**config.mk**
```make
export PLATFORM = sky130hd
export DESIGN_NAME = pci_bus_arbiter
export DESIGN_NICKNAME = d
export VERILOG_FILES = /design/src/rtl/pci_bus_arbiter.sv
export SDC_FILE = /design/constraint.sdc
export NUM_CORES = 1
export LEC_CHECK = 0
export ABC_AREA = 1
export CAP_MARGIN = 20
export CELL_PAD_IN_SITES_DETAIL_PLACEMENT = 0
export CELL_PAD_IN_SITES_GLOBAL_PLACEMENT = 2
export CORE_UTILIZATION = 24
export DETAILED_ROUTE_END_ITERATION = 16
export PLACE_DENSITY = 0.67
export SETUP_SLACK_MARGIN = 0.15
export SLEW_MARGIN = 20
export SYNTH_ARGS = -nofsm -noshare
export SYNTH_HDL_FRONTEND = slang
export SYNTH_SLANG_ARGS = --single-unit
```
**constraint.sdc**
```tcl
create_clock -name Clk -period 1.9 [get_ports Clk]
set_input_delay 0.38 -clock Clk [delete_from_list [all_inputs] [get_ports Clk]]
set_output_delay 0.38 -clock Clk [all_outputs]
set_load 0.01 [all_outputs]
```
**src/rtl/pci_bus_arbiter.sv**
```systemverilog
// Central PCI bus arbiter: round-robin grant with bus parking, grant timeout
// and hidden arbitration. Observes Frame/IRDY only; drives no bus signals.
module pci_bus_arbiter #(
    parameter int NUM_MASTERS = 4,
    parameter int GNT_TIMEOUT = 16,
    parameter int PARK_MASTER = 0
) (
    input  logic                           Clk,
    input  logic                           Rst,
    input  logic [NUM_MASTERS-1:0]         Req,
    input  logic                           Frame,
    input  logic                           IRDY,
    output logic [NUM_MASTERS-1:0]         Gnt,
    output logic [$clog2(NUM_MASTERS)-1:0] Owner,
    output logic                           BusIdle,
    output logic [1:0]                     State
);

    localparam int OW = $clog2(NUM_MASTERS);
    localparam int CW = $clog2(GNT_TIMEOUT + 1);
    localparam logic [CW-1:0] TO_MAX = CW'(GNT_TIMEOUT);
    localparam logic [CW-1:0] TO_M1  = CW'(GNT_TIMEOUT - 1);

    typedef enum logic [1:0] {
        SWITCH   = 2'd0,
        GNT_WAIT = 2'd1,
        BUSY     = 2'd2
    } state_t;

    state_t                   state, state_nx;
    logic [OW-1:0]            owner, owner_nx;
    logic [CW-1:0]            cnt, cnt_nx;
    logic [NUM_MASTERS-1:0]   gnt, gnt_nx;
    logic                     bus_idle_q;

    logic                     idle;
    logic                     win_vld;
    logic [OW-1:0]            winner;
    logic [OW-1:0]            cand;
    logic                     other_req;

    assign idle = Frame & IRDY;

    // Search Owner+1 .. Owner (mod N); the current owner is considered last.
    always_comb begin
        win_vld = 1'b0;
        winner  = owner;
        cand    = owner;
        for (int k = 1; k <= NUM_MASTERS; k++) begin
            cand = OW'((int'(owner) + k) % NUM_MASTERS);
            if (!win_vld && !Req[cand]) begin
                win_vld = 1'b1;
                winner  = cand;
            end
        end
    end

    assign other_req = win_vld && (winner != owner);

    always_comb begin
        state_nx = state;
        owner_nx = owner;
        cnt_nx   = cnt;
        case (state)
            SWITCH: begin
                state_nx = GNT_WAIT;
                cnt_nx   = '0;
                if (win_vld) owner_nx = winner;
            end
            GNT_WAIT: begin
                // A transaction start beats a simultaneous switch decision.
                if (!Frame) begin
                    state_nx = BUSY;
                    cnt_nx   = '0;
                end else if (other_req && Req[owner]) begin
                    state_nx = SWITCH;
                end else if (idle) begin
                    if (cnt >= TO_M1 && other_req) state_nx = SWITCH;
                    if (cnt != TO_MAX) cnt_nx = cnt + 1'b1;
                end
            end
            BUSY: begin
                if (other_req) begin
                    state_nx = SWITCH;
                end else if (idle) begin
                    state_nx = GNT_WAIT;
                    cnt_nx   = '0;
                end
            end
            default: state_nx = SWITCH;
        endcase
    end

    always_comb begin
        gnt_nx = '1;
        if (state_nx != SWITCH) gnt_nx[owner_nx] = 1'b0;
    end

    always_ff @(posedge Clk or negedge Rst) begin
        if (!Rst) begin
            state      <= SWITCH;
            owner      <= OW'(PARK_MASTER);
            cnt        <= '0;
            gnt        <= '1;
            bus_idle_q <= 1'b1;
        end else begin
            state      <= state_nx;
            owner      <= owner_nx;
            cnt        <= cnt_nx;
            gnt        <= gnt_nx;
            bus_idle_q <= idle;
        end
    end

    assign Gnt     = gnt;
    assign Owner   = owner;
    assign BusIdle = bus_idle_q;
    assign State   = state;

endmodule
```
==> results of run 1 <==
cells in the final DEF (no fill, tap or decap), types with 2 or more instances in the layout:
| master | count |
|---|---|
| sky130_fd_sc_hd__a21oi_1 | 2 |
| sky130_fd_sc_hd__buf_4 | 24 |
| sky130_fd_sc_hd__clkbuf_8 | 4 |
| sky130_fd_sc_hd__clkdlybuf4s50_1 | 12 |
| sky130_fd_sc_hd__dfrtp_1 | 6 |
| sky130_fd_sc_hd__dfrtp_2 | 3 |
| sky130_fd_sc_hd__dfstp_2 | 5 |
| sky130_fd_sc_hd__dlymetal6s2s_1 | 4 |
| sky130_fd_sc_hd__ha_1 | 3 |
| sky130_fd_sc_hd__inv_1 | 14 |
| sky130_fd_sc_hd__inv_2 | 3 |
| sky130_fd_sc_hd__nand2_1 | 60 |
| sky130_fd_sc_hd__nand2_2 | 13 |
| sky130_fd_sc_hd__nand2_4 | 7 |
| sky130_fd_sc_hd__nand3_1 | 16 |
| sky130_fd_sc_hd__nand3_2 | 3 |
| sky130_fd_sc_hd__nand4_1 | 3 |
| sky130_fd_sc_hd__nor2_1 | 15 |
cells in the mapped netlist:
master and instances:
sky130_fd_sc_hd__nand3_4 1, sky130_fd_sc_hd__o21ai_0 1, sky130_fd_sc_hd__a21oi_1 2, sky130_fd_sc_hd__nor3b_1 1
sky130_fd_sc_hd__dfstp_2 5, sky130_fd_sc_hd__nor3_1 1, sky130_fd_sc_hd__o21ai_4 1, sky130_fd_sc_hd__nand2_1 70
sky130_fd_sc_hd__a31oi_1 1, sky130_fd_sc_hd__nand2_2 7, sky130_fd_sc_hd__nand4_1 3, sky130_fd_sc_hd__ha_1 3
sky130_fd_sc_hd__inv_2 3, sky130_fd_sc_hd__nand3_1 18, sky130_fd_sc_hd__nor2_1 16, sky130_fd_sc_hd__buf_6 1
sky130_fd_sc_hd__nand3b_1 1, sky130_fd_sc_hd__dfrtp_1 9, sky130_fd_sc_hd__inv_1 15, sky130_fd_sc_hd__nand3_2 1
sky130_fd_sc_hd__nand2_4 3
cell families (layout without fill, tap and decap cells):
group                    after synthesis  in the layout  synth area share (%)
adder cells (fa/ha/maj)                3              3                  3.52
buffers and inverters                 19             65                  7.39
flip-flops                            14             14                  33.4
AO/OA/AOI/OAI                          5              5                  3.52
AND/OR/NAND/NOR                      122            122                  52.2
worst paths after layout:
kind	endpoint	slack [ns]	cells after the start
max in group asynchronous	BusIdle$_DFF_PN1_	1.20	2
hold reg to reg	cnt[3]$_DFFE_PN0P_	0.53	2
setup / recovery	Owner[0]	0.18	2
min in group Clk	cnt[3]$_DFFE_PN0P_	0.53	2
setup reg to reg	cnt[1]$_DFFE_PN0P_	0.21	10
hold / removal	cnt[1]$_DFFE_PN0P_	0.45	2
flip-flops by register name, indices dropped and copies added, names as in the netlist:
| name | count |
|---|---|
| Gnt | 4 |
| State | 2 |
| BusIdle | 1 |
| cnt | 5 |
| Owner | 2 |
power by group:
| part | internal, mW | switching (mW) | total (mW) |
|---|---|---|---|
| clock | 0.184 | 0.112 | 0.296 |
| sequential | 0.399 | 0.0823 | 0.481 |
| combinational | 0.899 | 1.08 | 1.98 |
timing repair:
action | CTS | global route
pin swaps | 3 | 12
cloned | 0 | 1
buffers inserted | 2 | 13
gates resized for setup | 3 | 26
endpoints found under the setup margin | 7 | 11
hold endpoints to repair | 0 | 0
per-layer routing:
| metal | share of wire (%) | track usage (%) | vias up |
|---|---|---|---|
| met5 | 0 | 0 | - |
| met4 | 0 | 2.34 | 0 |
| met3 | 3.7 | 4.11 | 0 |
| met2 | 46 | 21.2 | 17 |
| met1 | 50 | 17.5 | 521 |
| li1 | - | - | 602 |
worst reg2reg max path: stages (launching register included):
cell and delay, ns:
sky130_fd_sc_hd__dfrtp_2 0.46, sky130_fd_sc_hd__clkinv_4 0.11, sky130_fd_sc_hd__nand2_1 0.09, sky130_fd_sc_hd__nand2_4 0.10, sky130_fd_sc_hd__nand2_2 0.08, sky130_fd_sc_hd__nand2_4 0.11
sky130_fd_sc_hd__nand3_4 0.13, sky130_fd_sc_hd__o21ai_4 0.26, sky130_fd_sc_hd__nand2_4 0.12, sky130_fd_sc_hd__nand2_1 0.08, sky130_fd_sc_hd__nand2_1 0.05
cell type report:
type                       count  area, um^2
clock buffer                   4        55.1
fill                         459        2500
inverter                      18        72.6
multi-input combinational    130         689
sequential                    14         360
tap                           50        62.6
timing repair buffer          43         407
stage by stage:
stage	cell area (um^2)	total power, mW	hold WS, ns
floorplan	1070	1.46	0.0844
global placement	1370	2.01	0.522
detailed placement	1370	2.01	0.518
CTS	1450	2.36	0.458
global route	1650	3.00	0.461
finish	1650	2.75	0.453
==> results.md, run 1 <==
- The critical path launch point is Owner[0]$_DFF_PN0_.
- Setup violations remaining at the end of the flow were counted as 0.
- The kind of cell with the highest combined delay on the critical path is buffers and inverters.
- Setup repair after global routing could not meet its margin everywhere.
- The initial antenna violation count is 0.
- The number of buffers and inverters on the critical path is 2.
- The chip height is 68.7 um.
- The cell with the largest stage delay on the worst path is sky130_fd_sc_hd__clkdlybuf4s50_1.
- Clock latency on the worst-skew pair, taken at its later pin, is 0.25 ns.
- The clock transition time at the flip-flop clock pins of the worst setup and hold paths is 0.06 ns.
- The startpoint identified for the worst register-to-register timing path is Owner[0]$_DFF_PN0_.
- On the final layout, the worst clock skew is 0.00156 ns.
- In this run, synthesis produced a sequential element count of 14.
- The sort of element at the end of the critical path is an output port.
- The relative max-transition margin is 71.2%.
- The cell total after placement is 239.
- Measured along the x axis, the die boundary spans 68.7 um.
- The post-route fraction of the period consumed by the critical path is 90.8%.
- The floorplan step defined a die boundary enclosing 4720 um^2.
- In the synthesized netlist, the number of instances is 163.
- Routability-driven placement finished with a final weighted congestion of 0.782.
- The half-perimeter wire length after detailed placement is 2100 um.
- The critical path goes through buf_4 -> clkdlybuf4s50_1.
- Cells with a size suffix above 1 make up 33.0% of the layout.
- Dividing the detail-routed wire length by the instance count gives 11.8 um.
- The first TritonRoute pass finished after 4 iterations.
- The worst setup path is launched from a register.
- For the pin with the worst max-slew slack, the measured transition is 0.431 ns.
- Counting I/O delays and the setup requirement, the final critical path takes 1.72 ns.
- The final setup TNS is 0 ns.
- The detail route stage leaves a number of antenna-violating nets equal to 0.
- The total number of nets in the final design is 221.
- In this run, the number of DRC markers left after iteration 0 of detailed routing was 72.
- The flow ran to the end, and the final reports show no timing, DRC or antenna violations.
- The final worst slack is 0.176 ns.
- The number of buffers added to fix hold violations after cts is 0.
- The number of clock sinks is 14.
- The count of endpoints failing hold in the final timing report is 0.
- At the placement stage, the worst setup path has a slack of -0.0963 ns.
- By area the synthesized netlist is led by sky130_fd_sc_hd__nand2_1 (25%), sky130_fd_sc_hd__dfrtp_1 (21%), sky130_fd_sc_hd__dfstp_2 (12%), sky130_fd_sc_hd__nand3_1 (8.4%), sky130_fd_sc_hd__nor2_1 (5.6%).
- The tightest min-delay check is of the in2async type.
- The I/O pin total is 17.
- The largest area contributor in the netlist is sky130_fd_sc_hd__nand2_1.
- The core area is 4140 um^2.
- The antenna cell count is 0.
- The number of global-route vias before repair was 1,037.
- The pin count of the biggest net entering global routing is 15.
- After floorplanning, the core was divided into 23 placement rows.
- The final routed wirelength across all metal layers is 3050 um.
- The maximum ir drop on the vdd rail is 0.614 mV.
- The post-route core utilization is 39.7%.
- The global-route wire length before repair is 4600 um.
- After synthesis, the largest area contributor takes up 24.6% of total cell area.
- Static timing analysis puts the maximum clock frequency at 0.580 GHz.
- Sequential elements use 33.4% of the synthesized area.
- The critical path data required time is 1.52 ns.
- The analysis attributes to cell leakage a power of 0.853 nW.
- The number of port buffers is 16.
- CTS built an H-tree with a depth of 1.
- During synthesis, Yosys emitted a total of 0 warnings.
- The cell area that synthesis handed to floorplanning was 1070 um^2.
- The total via count in the routed design is 1,140.
- The clock tree from TritonCTS is done.
- Buffers inserted during clock tree synthesis total 3.
- The final non-filler cell total is 259.
- The count of unresolved DRC violations after routing is 0.
- The total global routing overflow is 0.
- Clock tree synthesis selected as its root buffer the cell sky130_fd_sc_hd__clkbuf_8.
- The maximum root-to-sink buffer count is 2.
- The via count normalized by instance count is 4.40.
- The maximum single-stage delay on the critical path is 0.52 ns.
- The global-route usage over all layers is 13.2%.
- The average instance in the mapped netlist occupies 6.55 um^2.
- The power per cell area is 1670 nW/um^2.
- The initial utilization of the core area, before any placement, comes to 25.8%.
- From synthesis to final layout, the design area changed by 54.3%.
- The number of distinct standard cells referenced by the synthesized netlist is 21.
- The post-synthesis net count is 174.
- At the worst endpoint, the arrival time is 1.34 ns.
- The tool flagged a number of max-cap violations equal to 0.
- The path type of the worst setup path is reg2out.
- The worst-path maximum fanout is 4.
- The max-slew violation total from the final report is 0.
(Power assumes the default switching activity.)
==> run 2, diff against run 1 <==
- PLACE_DENSITY: 0.67 -> default
- PLACE_DENSITY_LB_ADDON: default -> 0.1
==> run 2 against run 1 <==
- design area increased by 7.3%
- final cell count rose by 3.9%
- combinational power is 11% higher
- fmax rose by 2.9%
- worst hold slack lost 0.0057 ns
- power up 8.5%
- critical path depth down 1
- count of clock-buffer cells in the layout is the same
==> results.md, run 2 (synthesis results as in run 1) <==
- Clock-pin slew was measured on the worst setup and hold paths at 0.06 ns.
- The worst path meets setup with 0.224 ns of slack.
- In this run the remaining antenna-violating nets after routing total 0.
- At the end of the flow, the number of nets in the layout was 231.
- For this run, the slowest stage of the critical path takes 0.53 ns.
- The maximum clock frequency is 0.597 GHz.
- The tool flagged a number of max-cap violations equal to 0.
- The number of buffers inserted during clock tree synthesis is 3.
- The cell total after placement is 242.
- The number of violations reported at the end of detailed-routing iteration 0 is 66.
- The sort of element at the end of the critical path is an output port.
- The first global-routing pass estimated 4700 um of wire.
- The placer congestion estimate is 0.840.
- The deepest level of the CTS H-tree is 1.
- The first-pass iteration count of the detailed router is 4.
- The power per cell area is 1690 nW/um^2.
- In the routed layout, each cell is associated on average with a via count of 4.39.
- The final routed wire length divided by cell count is 12.0 um.
- The floorplan step set the die height to 68.7 um.
- The run finished with clean final reports.
- The number of global-route vias before repair is 981.
- The clock network latency to the later pin of the worst-skew pair is 0.25 ns.
- The post-route fraction of the period consumed by the critical path is 88.2%.
- Relative to the synthesized area, the layout overhead comes to 65.5%.
- The min-delay analysis places its worst path in the category in2async.
- Setup repair after global routing could not meet its margin everywhere.
- Summed over all nets, the half-perimeter wirelength after detailed placement is 2110 um.
- The maximum root-to-sink buffer count is 2.
- The critical path data arrival time is 1.30 ns.
- In the layout the commonest cells are sky130_fd_sc_hd__nand2_1 (52), sky130_fd_sc_hd__buf_4 (33), sky130_fd_sc_hd__nand3_1 (17).
- The worst setup path is launched from a register.
- Summed over all cells, the static leakage comes to 0.942 nW.
- The site row count is 23.
- The initial antenna violation count came to 0.
- The register with the most flip-flops in the layout has 5 of them.
- For the pin with the worst max-slew slack, the measured transition is 0.434 ns.
- The count of endpoints failing hold in the final timing report is 0.
- The final routed wirelength across all metal layers is 3240 um.
- 17 I/O pins were placed.
- The antenna cell count is 0.
- In the routed design, unresolved DRC markers number 0.
- Clock tree synthesis found a total of 14 sinks.
- Summed over all layers, the global routing overflow is 0.
- The global-route usage over all layers is 13.7%.
- The final number of setup-violating endpoints is 0.
- The relative max-transition margin is 71.0%.
- The clock arrives with 0.00233 ns of skew.
- The number of port buffers is 16.
- The path type of the worst setup path is reg2out.
- The clock period minus worst slack is 1.68 ns.
- VDD sags by at most 0.560 mV.
- The clock tree from TritonCTS is done.
- The cell with the largest stage delay on the worst path is sky130_fd_sc_hd__clkdlybuf4s50_1.
- The max-slew violation total from the final report is 0.
- The design draws 2.99 mW.
- The worst setup slack after placement is -0.0888 ns.
- Entering global routing, the biggest net connects 15 pins.
- In this design, the largest share of critical-path delay is due to buffers and inverters.
- The total via count in the routed design is 1,182.
- Measured along the x axis, the die boundary spans 68.7 um.
- Counting the fill cells in the layout gives 448.
- The core area is 4140 um^2.
- For this configuration, the core starts out at a cell density of 25.8%.
- In the final layout, the share of cells above drive strength 1 is 39.7%.
- Of all nets on the critical path, the largest fanout is 1.
- Together, buffers and inverters on the worst path number 1.
- The root buffer cell chosen for the clock tree is sky130_fd_sc_hd__clkbuf_8.
- The die covers 4720 um^2.
- The signal on the critical path passes through clkdlybuf4s50_1.
- The critical path data required time is 1.52 ns.
- cnt holds more flip-flops than any other register.
- The final non-filler cell total is 269.
- The most common library cell in the layout ignoring fill and taps is sky130_fd_sc_hd__nand2_1.
==> run 2: worst register-to-register path: stages, from the launching register on <==
cell                      delay, ns
sky130_fd_sc_hd__dfrtp_2       0.43
sky130_fd_sc_hd__buf_8         0.16
sky130_fd_sc_hd__nand2_2       0.06
sky130_fd_sc_hd__nand2_2       0.10
sky130_fd_sc_hd__nand2_4       0.07
sky130_fd_sc_hd__nand2_4       0.09
sky130_fd_sc_hd__nand3_4       0.14
sky130_fd_sc_hd__nand2_2       0.12
sky130_fd_sc_hd__nand3_2       0.08
sky130_fd_sc_hd__nand2_4       0.12
sky130_fd_sc_hd__nand2_4       0.09
sky130_fd_sc_hd__nand2_2       0.07
sky130_fd_sc_hd__nand2_1       0.05
==> run 2: path summary, 6_finish.rpt <==
kind / startpoint / endpoint / slack, ns / cells past startpoint
worst max-delay path: Gnt[2]$_DFF_PN1_ / Gnt[2] / 0.22 / 1
worst min-delay path: Rst / cnt[0]$_DFFE_PN0P_ / 0.45 / 2
worst max register to register: Owner[0]$_DFF_PN0_ / cnt[1]$_DFFE_PN0P_ / 0.23 / 12
worst min register to register: cnt[4]$_DFFE_PN0P_ / cnt[4]$_DFFE_PN0P_ / 0.54 / 2
max in group asynchronous: Rst / BusIdle$_DFF_PN1_ / 1.20 / 2
min in group Clk: cnt[4]$_DFFE_PN0P_ / cnt[4]$_DFFE_PN0P_ / 0.54 / 2
==> run 2: layout make-up <==
cell class | instances | area (um^2) | share of cell area, %
timing repair buffer | 53 | 463 | 26.2
multi-input combinational | 130 | 751 | 42.5
tap | 50 | 62.6 | 3.54
clock buffer | 4 | 55.1 | 3.12
sequential | 14 | 360 | 20.4
inverter | 18 | 75.1 | 4.25
==> run 2: routing by layer <==
metal | wire (um) | global-route usage (%) | up-vias
met4 | 16 | 3.13 | 0
met2 | 1400 | 18.8 | 14
li1 | - | - | 621
met1 | 1720 | 20.5 | 543
met5 | 0 | 0 | -
met3 | 99 | 3.95 | 4
==> run 2: metrics by stage <==
step	hold WS, ns	setup TNS (ns)	cell area, um^2	utilization [%]
after floorplan	0.0844	0	1070	-
after global placement	0.521	-0.536	1380	33.4
after detailed placement	0.527	-0.658	1380	33.4
after CTS	0.450	0	1440	34.8
after global routing	0.472	0	1770	42.6
final	0.447	0	1770	42.6
==> run 2: power breakdown <==
group          internal, mW  switching, mW
Combinational          1.02           1.18
Clock                 0.184          0.116
Sequential            0.398         0.0893
==> run 2: what timing repair did <==
item,CTS,global route
setup endpoints to repair,9,13
pin swaps,0,18
hold buffers,0,0
cloned,0,1
resized for setup,2,49
buffers inserted,0,22
==> run 3, diff against run 2 <==
- ABC_AREA: 1 -> default
==> run 3 against run 2 <==
- clock skew is 0.0026 ns higher
- register-to-register slack worse by 0.06 ns
- sequential cell count stayed put
- wire length is 26% lower
- critical path depth increased by 8
- power down 41%
- first-iteration DRC count is 52% lower
- global-route usage shrank 0.42 points
- via count decreased by 26%
- critical path type is now reg2reg
- highest routed layer unchanged
==> results.md, run 3 <==
- The number of global-route vias before repair was 930.
- Net switching is 36.4% of the power.
- The synthesized area per cell is 9.41 um^2.
- Input and output buffers added on the ports amount to 16.
- The number of clock sinks is 14.
- The final number of setup-violating endpoints is 0.
- For the worst setup path, the data required time is 2.05 ns.
- The final routed wire length divided by cell count is 12.7 um.
- After floorplanning, the core was divided into 22 placement rows.
- The cell depth of the worst flop-to-flop path is 9.
- The total global routing overflow is 0.
- Once placement completed, the tool counted placed cells totaling 182.
- The tightest hold path in the finished design has a slack of 0.448 ns.
- After detailed routing, the total wire length is 2400 um.
- In the final timing run, aggregate negative setup slack is 0 ns.
- The worst register-to-register path ends at Gnt[1]$_DFF_PN1_.
- The max-cap violation count is 0.
- The clock tree from TritonCTS is done.
- The floorplan step set the die width to 64.6 um.
- The via count normalized by instance count is 4.61.
- The synthesized-area fraction occupied by adder cells is 3.99%.
- The pin count of the biggest net entering global routing is 15.
- For this design the total switching power over the nets is 643 uW.
- After synthesis, the largest family of logic cells by area is simple AND/OR/NAND/NOR gates.
- For flop-to-flop paths, the worst setup slack is 0.17 ns.
- After synthesis, the most frequently instantiated cells are sky130_fd_sc_hd__nand2_1 (10), sky130_fd_sc_hd__dfrtp_1 (9), sky130_fd_sc_hd__nor2_1 (9), sky130_fd_sc_hd__inv_1 (8), sky130_fd_sc_hd__nand3_1 (6).
- The slew at the pin closest to its max-slew limit is 0.408 ns.
- The later pin in the worst-skew pair is clocked with a latency of 0.24 ns.
- The worst setup slack after placement is -0.334 ns.
- The largest area contributor in the netlist is sky130_fd_sc_hd__dfrtp_1.
- The static leakage power is 0.653 nW.
- The final non-filler cell total is 189.
- The number of cells on the critical path is 9.
- In this run the vertical extent of the chip is 64.6 um.
- The register with the most flip-flops in the layout has 5 of them.
- The top cell types in the final layout, fill and taps aside, are sky130_fd_sc_hd__buf_4 (25), sky130_fd_sc_hd__nand2_1 (10), sky130_fd_sc_hd__clkdlybuf4s50_1 (10).
- Summed over all nets, the half-perimeter wirelength after detailed placement is 1870 um.
- The portion of netlist area occupied by mux cells is 5.59%.
- The critical path data arrival time is 1.88 ns.
- The nature of the critical path startpoint is a register.
- The cell with the most instances after synthesis is sky130_fd_sc_hd__nand2_1.
- The critical path in this run is classified as reg2reg.
- Following the worst setup path forward leads to its endpoint at Gnt[1]$_DFF_PN1_.
- The number of buffers inserted during clock tree synthesis is 3.
- The total via count in the routed design is 871.
- The count of endpoints failing hold in the final timing report is 0.
- The maximum single-stage delay on the critical path is 0.38 ns.
- The design draws 1.77 mW.
- For this design the top-level I/O count stands at 17.
- In the final layout, the share of cells above drive strength 1 is 38.3%.
- Walking the worst path, the cells encountered are ha_2 -> and3_4 -> ha_4 -> nor2_4 -> o21ai_2 -> nor3b_2 -> a221oi_2 -> buf_4 -> nand3_2.
- The final clock skew is 0.00495 ns.
- The internal portion of the total power is 1.12 mW.
- The worst-path maximum fanout is 4.
- Setup repair after global routing could not meet its margin everywhere.
- Dividing total power by cell area gives a power density of 1240 nW/um^2.
- In this run the remaining antenna-violating nets after routing total 0.
- The maximum clock frequency is 0.578 GHz.
- The number of violations reported at the end of detailed-routing iteration 0 is 32.
- The initial antenna violation count is 0.
- The clock period could shrink to 1.73 ns.
- Per report_power, the sequential group accounts for 25.3% of the total.
- The maximum root-to-sink buffer count is 2.
- The max-slew violation total from the final report was 0.
- Relative to the synthesized area, the layout overhead comes to 51.7%.
- In the post-route analysis, the smallest setup slack over all paths is 0.171 ns.
- After routing the design area is 1430 um^2.
- For this run, design rule violations remaining after detail routing come to 0.
- The number of flops mapped to enable cells by yosys is 0.
- The floorplan die area is 4180 um^2.
- The min-delay analysis places its worst path in the category in2async.
- The Yosys step of the flow raised 0 warnings.
- In the final layout, the multi-input gates occupy 578 um^2.
- The fraction of power consumed by the clock network is 16.1%.
- After layout, the worst path uses 91.0% of the clock period.
- The most critical setup path has its startpoint at cnt[0]$_DFFE_PN0P_.
- The flow ran to the end, and the final reports show no timing, DRC or antenna violations.
- Routability-driven placement finished with a final weighted congestion of 0.749.
- Once layout is complete, the utilization of the core stands at 38.4%.
- Of the total synthesized cell area, the portion taken by XOR and XNOR cells is 0%.
- For this run, asynchronously set or reset flops after synthesis account for 100%.
- More flip-flops sit in one register than any other, and that register is cnt.
- The first global-routing pass estimated 4240 um of wire.
- The number of flip-flops and latches in the synthesized netlist is 14.
- IR analysis of the VDD net gives a maximum drop of 0.615 mV.
- The synthesized netlist devotes 22.2% of its cell area to compound gates.
- The relative max-transition margin is 72.7%.
- On the critical path, the stage with the largest delay is an instance of sky130_fd_sc_hd__dfrtp_1.
- The startpoint identified for the worst register-to-register timing path is cnt[0]$_DFFE_PN0P_.
- The net count of the finished layout is 153.
- The deepest level of the CTS H-tree is 1.
- Before antenna repair, the detailed router went through 4 iterations.
- The number of distinct standard cells referenced by the synthesized netlist is 41.
- The tree is rooted in a sky130_fd_sc_hd__clkbuf_8.
- The clock transition time at the flip-flop clock pins of the worst setup and hold paths is 0.06 ns.
- The initial cell density of the core is 25.3%.
- The sequential cell area fraction in the yosys report is 37.9%.
- The cell area after placement is 1300 um^2.
- Synthesis produced 100 cells.
- The kind of cell with the highest combined delay on the critical path is simple AND/OR/NAND/NOR gates.
- Leaving out fill and tap cells, the most frequent cell in the layout is sky130_fd_sc_hd__buf_4.
- The area of the mapped netlist is 941 um^2.
- Per report_power, the combinational group accounts for 58.5% of the total.
- The most used flip-flop cell after synthesis is sky130_fd_sc_hd__dfrtp_1.
- The number of nets handed over by synthesis was 111.
- The area share of the leading cell type in the synthesized netlist is 23.9%.
- After filler insertion, the fill cell instance count of the layout stands at 403.
- The global-route usage over all layers is 13.2%.
- The sequential cell area is 357 um^2.
- The antenna cell count is 0.
- The core area is 3720 um^2.
- The number of buffers and inverters on the critical path is 1.
- The simple-gate portion of the synthesized area is 23.8%.
- STA classifies the critical path endpoint as a register.
- Sorting the synthesized cells by area gives the leading types as sky130_fd_sc_hd__dfrtp_1 (24%), sky130_fd_sc_hd__dfstp_2 (14%), sky130_fd_sc_hd__ha_1 (4.0%), sky130_fd_sc_hd__nand2_1 (4.0%), sky130_fd_sc_hd__nor2_1 (3.6%).
run 3: kinds of logic (layout without fill, tap and decap cells):
kind of cell,Yosys count,count (layout)
fa+ha+maj,3,3
simple gates,43,43
mux,4,4
compound gates,24,24
flops,14,14
buf+inv,12,53
run 3: worst min path at each step:
stage                       start                  to  slack [ns]  depth (start not counted)
6_report                      Rst  State[1]$_DFF_PN0_        0.45                          2
5_1_grt                       Rst  State[1]$_DFF_PN0_        0.46                          2
4_1_cts                       Rst  State[1]$_DFF_PN0_        0.46                          2
3_5_place_dp   cnt[4]$_DFFE_PN0P_  cnt[4]$_DFFE_PN0P_        0.58                          2
3_3_place_gp   cnt[2]$_DFFE_PN0P_  cnt[2]$_DFFE_PN0P_        0.59                          2
2_1_floorplan                 Rst  Owner[0]$_DFF_PN0_        0.08                          0
run 3: worst reg2reg max path, cell delays in order (launching register included):
cell and delay, ns:
sky130_fd_sc_hd__dfrtp_1 0.38, sky130_fd_sc_hd__ha_2 0.19, sky130_fd_sc_hd__and3_4 0.15, sky130_fd_sc_hd__ha_4 0.15
sky130_fd_sc_hd__nor2_4 0.07, sky130_fd_sc_hd__o21ai_2 0.06, sky130_fd_sc_hd__nor3b_2 0.16, sky130_fd_sc_hd__a221oi_2 0.22
sky130_fd_sc_hd__buf_4 0.18, sky130_fd_sc_hd__nand3_2 0.07
run 3: metal layers:
metal,GRT usage (%),wire [um],vias up
li1,-,-,437
met1,17.7,1210,415
met2,20.8,1060,17
met3,4.40,116,2
met4,2.50,13,0
met5,0,0,-
run 3: layout make-up:
class,count,share of cell area [%]
multi-input combinational,74,40.5
clock buffer,4,3.86
sequential,14,25.0
timing repair buffer,41,24.4
tap,48,4.21
inverter,8,2.10
run 3: power by group through the flow:
stage | combinational (mW) | clock, mW | sequential [mW]
after floorplan | 0.548 | 0 | 0.479
after global placement | 0.972 | 0 | 0.463
after detailed placement | 0.965 | 0 | 0.462
after CTS | 1.04 | 0.299 | 0.448
after global routing | 1.11 | 0.319 | 0.465
final | 1.03 | 0.285 | 0.447
run 3: timing repair:
item	in CTS	in global routing
buffers inserted	3	0
setup endpoints to repair	12	10
resized for setup	12	6
pin swaps	7	4
hold buffers	0	0
==> variant 1 (settings of run 3) <==
Change the parameter `GNT_TIMEOUT` from 16 to 32.
--- a/src/rtl/pci_bus_arbiter.sv
+++ b/src/rtl/pci_bus_arbiter.sv
@@ -2,7 +2,7 @@
 // and hidden arbitration. Observes Frame/IRDY only; drives no bus signals.
 module pci_bus_arbiter #(
     parameter int NUM_MASTERS = 4,
-    parameter int GNT_TIMEOUT = 16,
+    parameter int GNT_TIMEOUT = 32,
     parameter int PARK_MASTER = 0
 ) (
     input  logic                           Clk,
Behaviour: same outputs for any inputs over 10 cycles, from zero or initial values and one cycle with Rst low; that may be too few to reach the edited logic, so the function may still have changed.
==> variant 1 against run 3 <==
Routed wire length rose by 8.7%; total power rose by 5.7%; first-iteration DRC count did not move; maximum frequency fell by 5.7%; via count rose by 9.9%; area after synthesis rose by 4.7%; sequential cell count rose by 1; non-clock buffer count did not move; sequential power rose by 14%; cell area rose by 3.7%; global-route usage rose by 0.49 points; setup slack got worse by 0.10 ns; largest cell class unchanged.
==> variant 1: results (changes against run 3) <==
Worst-Margin Slew -> 0.492 ns (was 0.408 ns)
Routed wl met3 -> 137 µm (was 116 µm)
Placed instance area -> 1350 µm² (was 1300 µm²)
CP max FO -> 8 (was 4)
CTS resizes -> 11 (was 12)
Dpl hpwl -> 1970 µm (was 1870 µm)
Status -> finished, final reports clean (unchanged)
First-pass GRT wire length -> 4510 µm (was 4240 µm)
Wire per inst -> 13.6 µm (was 12.7 µm)
Sw Ratio -> 0.372 (was 0.364)
Vias in the first global route -> 968 (was 930)
Final GP Congestion -> 0.853 (was 0.749)
Static Leak -> 0.622 nW (was 0.653 nW)
WL met1 -> 1240 µm (was 1210 µm)
Number of CTS-inserted buffers -> 3 (unchanged)
Top cells by count, synth -> dfrtp_1 (10), nand2_1 (9), o21ai_0 (8) (was nand2_1 (10), dfrtp_1 (9), nor2_1 (9))
Met2 wire length -> 1190 µm (was 1060 µm)
Dpl ws -> -0.372 ns (was -0.334 ns)
Syn Area/Cell -> 9.75 µm² (was 9.41 µm²)
Largest net degree at the start of global routing -> 16 (was 15)
Crit path DAT -> 2.01 ns (was 1.88 ns)
Total Routing Usage GR -> 0.137 (was 0.132)
Max reg flops -> 6 (was 5)
Max stage delay on crit path -> 0.56 ns (was 0.38 ns)
Sequential share of the synthesized area -> 0.388 (was 0.379)
Met2 GRT Util -> 0.207 (was 0.208)
Nets -> 155 (was 153)
Final wirelength -> 2610 µm (was 2400 µm)
Met1 GRT Util -> 0.183 (was 0.177)
Delay-heaviest family, CP -> multiplexers (was simple AND/OR/NAND/NOR gates)
Placed cell count -> 185 (was 182)
Top Metal Used -> met4 (unchanged)
Share of layout cells above drive strength 1 -> 0.354 (was 0.383)
First-pass iteration count of the detailed router -> 4 (unchanged)
Worst hold path class -> in -> async (unchanged)
Synthesis Warnings -> 0 (unchanged)
PortBufs -> 16 (unchanged)
Met3 Resource Use GR -> 0.0414 (was 0.0440)
Diode count -> 0 (unchanged)
CP max stage cell -> mux4_2 (was dfrtp_1)
Vias per cell -> 4.98 (was 4.61)
Final Skew -> 0.00243 ns (was 0.00495 ns)
Most area-consuming cells after synthesis -> dfrtp_1 (25%), dfstp_2 (13%), mux2i_1 (5.1%) (was dfrtp_1 (24%), dfstp_2 (14%), ha_1 (4.0%))
Peak VDD IR -> 0.646 mV (was 0.615 mV)
==> variant 1: power groups by stage <==
| stage | registers [mW] | logic, mW | clock network [mW] |
|---|---|---|---|
| detailed placement | 0.513 | 0.982 | 0 |
| finish | 0.511 | 1.09 | 0.268 |
| global route | 0.528 | 1.20 | 0.295 |
| global placement | 0.512 | 0.988 | 0 |
| CTS | 0.511 | 1.08 | 0.279 |
| floorplan | 0.530 | 0.504 | 0 |
==> variant 1: kinds of logic (layout without fill, tap and decap cells) <==
family,Yosys count,count (layout),share of synthesized area
mux,8,8,0.0966
buf+inv,6,49,0.0318
compound gates,34,34,0.245
fa+ha+maj,2,2,0.0254
flops,15,15,0.388
simple gates,36,36,0.213
==> variant 1: path summary, 6_finish.rpt <==
| kind | to | cells after the start | slack, ns | from |
|---|---|---|---|---|
| max in group asynchronous | Gnt[1] | 2 | 1.20 | Rst |
| min in group Clk | cnt[4] | 2 | 0.61 | cnt[4] |
| setup / recovery | Gnt[0] | 5 | 0.07 | Owner[0] |
| hold reg to reg | cnt[4] | 2 | 0.61 | cnt[4] |
| hold / removal | State[0] | 2 | 0.45 | Rst |
| setup reg to reg | Gnt[0] | 5 | 0.07 | Owner[0] |
==> variant 1: area by class of cell <==
cell class                      count  area (µm²)
Tap cell                           48        60.1
Inverter                            4        15.0
Clock buffer                        3        41.3
Multi-Input combinational cell     80         621
Clock inverter                      1        7.51
Fill cell                         379        2320
Timing Repair Buffer               41         352
Sequential cell                    15         384
==> variant 1: worst reg2reg max path, delay by kind of cell (launching register included) <==
kind,cells,cell delay (ns)
compound gates,2,0.31
flops,1,0.44
simple gates,2,0.44
mux,1,0.56
==> variant 2 (settings of run 3) <==
Made on the original files. Make the reset (`Rst`) synchronous in one clocked block.
--- a/src/rtl/pci_bus_arbiter.sv
+++ b/src/rtl/pci_bus_arbiter.sv
@@ -96,7 +96,7 @@
         if (state_nx != SWITCH) gnt_nx[owner_nx] = 1'b0;
     end
 
-    always_ff @(posedge Clk or negedge Rst) begin
+    always_ff @(posedge Clk) begin
         if (!Rst) begin
             state      <= SWITCH;
             owner      <= OW'(PARK_MASTER);
Behaviour: differs if Rst is asserted again (counterexample within 4 cycles, from zero or initial values and one cycle with Rst low); with Rst held inactive, the same outputs for 10 cycles.
==> variant 2 against run 3 <==
Setup slack worse by 0.11 ns; cell area down 11%; sequential cell count did not move; sequential share of layout area is 2.3 points lower; hold slack better by 0.061 ns; routed wire length shrank 3.4%; area after synthesis fell by 9.8%.
Power is not compared: it rests on default switching activity, and its combinational part moved more than twofold at a synthesized area within 25%.
==> variant 2: results (changes against run 3) <==
Reg2reg end -> cnt[3] (was Gnt[1])
Share of layout cells above drive strength 1 -> 0.341 (was 0.383)
R2R Setup Slk -> 0.06 ns (was 0.17 ns)
Compound-cell area share of the yosys netlist -> 0.248 (was 0.222)
Most area-consuming cells after synthesis -> dfxtp_1 (33%), nand2_1 (5.3%), ha_1 (4.4%) (was dfrtp_1 (24%), dfstp_2 (14%), ha_1 (4.0%))
FF-to-FF Start -> Owner[1] (was cnt[0])
Wire per inst -> 12.6 µm (was 12.7 µm)
Dpl ws -> -0.501 ns (was -0.334 ns)
Root Buffer -> clkbuf_4 (was clkbuf_8)
Worst reg-to-reg path cell count -> 5 (was 9)
Status -> finished, final reports clean (unchanged)
Adder-cell share of the synthesized area -> 0.0442 (was 0.0399)
Total Routing Usage GR -> 0.145 (was 0.132)
Synth Net Count -> 112 (was 111)
Vias -> 904 (was 871)
Async SR Flop Fraction -> 0 (was 1.00)
First-pass GRT wire length -> 3920 µm (was 4240 µm)
CP max FO -> 5 (was 4)
Crit path DAT -> 2.06 ns (was 1.88 ns)
Final Skew -> 0.00782 ns (was 0.00495 ns)
Dpl hpwl -> 1870 µm (about the same)
Final GP Congestion -> 0.805 (was 0.749)
Nets -> 150 (was 153)
Worst slew margin -> 0.719 (was 0.727)
Largest net degree at the start of global routing -> 10 (was 15)
variant 2: cell count changes after synthesis, sizes merged, moves of 4 or more:
cell / run 3 / this run
a21o: 4 / 0
dfxtp: 0 / 14
dfstp: 5 / 0
dfrtp: 9 / 0
nand3: 6 / 2
variant 2: worst max path at each step:
stage / endpoint / slack, ns / cells after the start
floorplan: Gnt[1] / 0.17 / 8
global placement: cnt[0] / -0.49 / 6
detailed placement: cnt[0] / -0.50 / 6
CTS: cnt[3] / 0.02 / 5
global route: cnt[3] / -0.02 / 5
finish: cnt[3] / 0.06 / 6
variant 2: cells by family after synthesis:
kind of cell,after synthesis
fa+ha+maj,3
buf+inv,11
mux,3
flops,14
compound gates,27
simple gates,43
variant 2: layer usage:
| layer | track usage | part of all wire | up-vias |
|---|---|---|---|
| met3 | 0.0420 | 0.038 | 8 |
| met2 | 0.253 | 0.50 | 15 |
| met4 | 0.0794 | 0.039 | 0 |
| met5 | 0 | 0 | - |
| met1 | 0.158 | 0.43 | 431 |
| li1 | - | - | 450 |
variant 2: critical path, cell delays in order:
cell and delay (ns):
dlygate4sd2_1 0.27, mux4_2 0.53, a211oi_4 0.26, nand4_1 0.17, or3_4 0.39, o211ai_2 0.06
variant 2: stage by stage:
step / std cells / TNS, ns
6_report: 184 / 0
5_1_grt: 184 / -0.0256
4_1_cts: 184 / 0
3_5_place_dp: 176 / -4.19
3_3_place_gp: 176 / -3.85
2_1_floorplan: 101 / 0
variant 2: layout make-up:
| class | count | area, µm² |
|---|---|---|
| inverter | 10 | 37.5 |
| tap | 46 | 57.6 |
| multi-input combinational | 76 | 566 |
| sequential | 14 | 289 |
| timing repair buffer | 34 | 290 |
| clock buffer | 4 | 36.3 |
| fill | 387 | 2090 |
variant 2: repair_timing:
action / 4_1_cts / 5_1_grt
buffers inserted: 4 / 0
endpoints found under the hold margin: 0 / 0
setup endpoints to repair: 12 / 11
pin swaps: 4 / 3
gates resized for setup: 10 / 11
variant 2: power by group:
part	total (mW)	switching, mW	internal (mW)
logic	0.294	0.136	0.158
registers	0.339	0.0188	0.320
clock network	0.215	0.0987	0.117
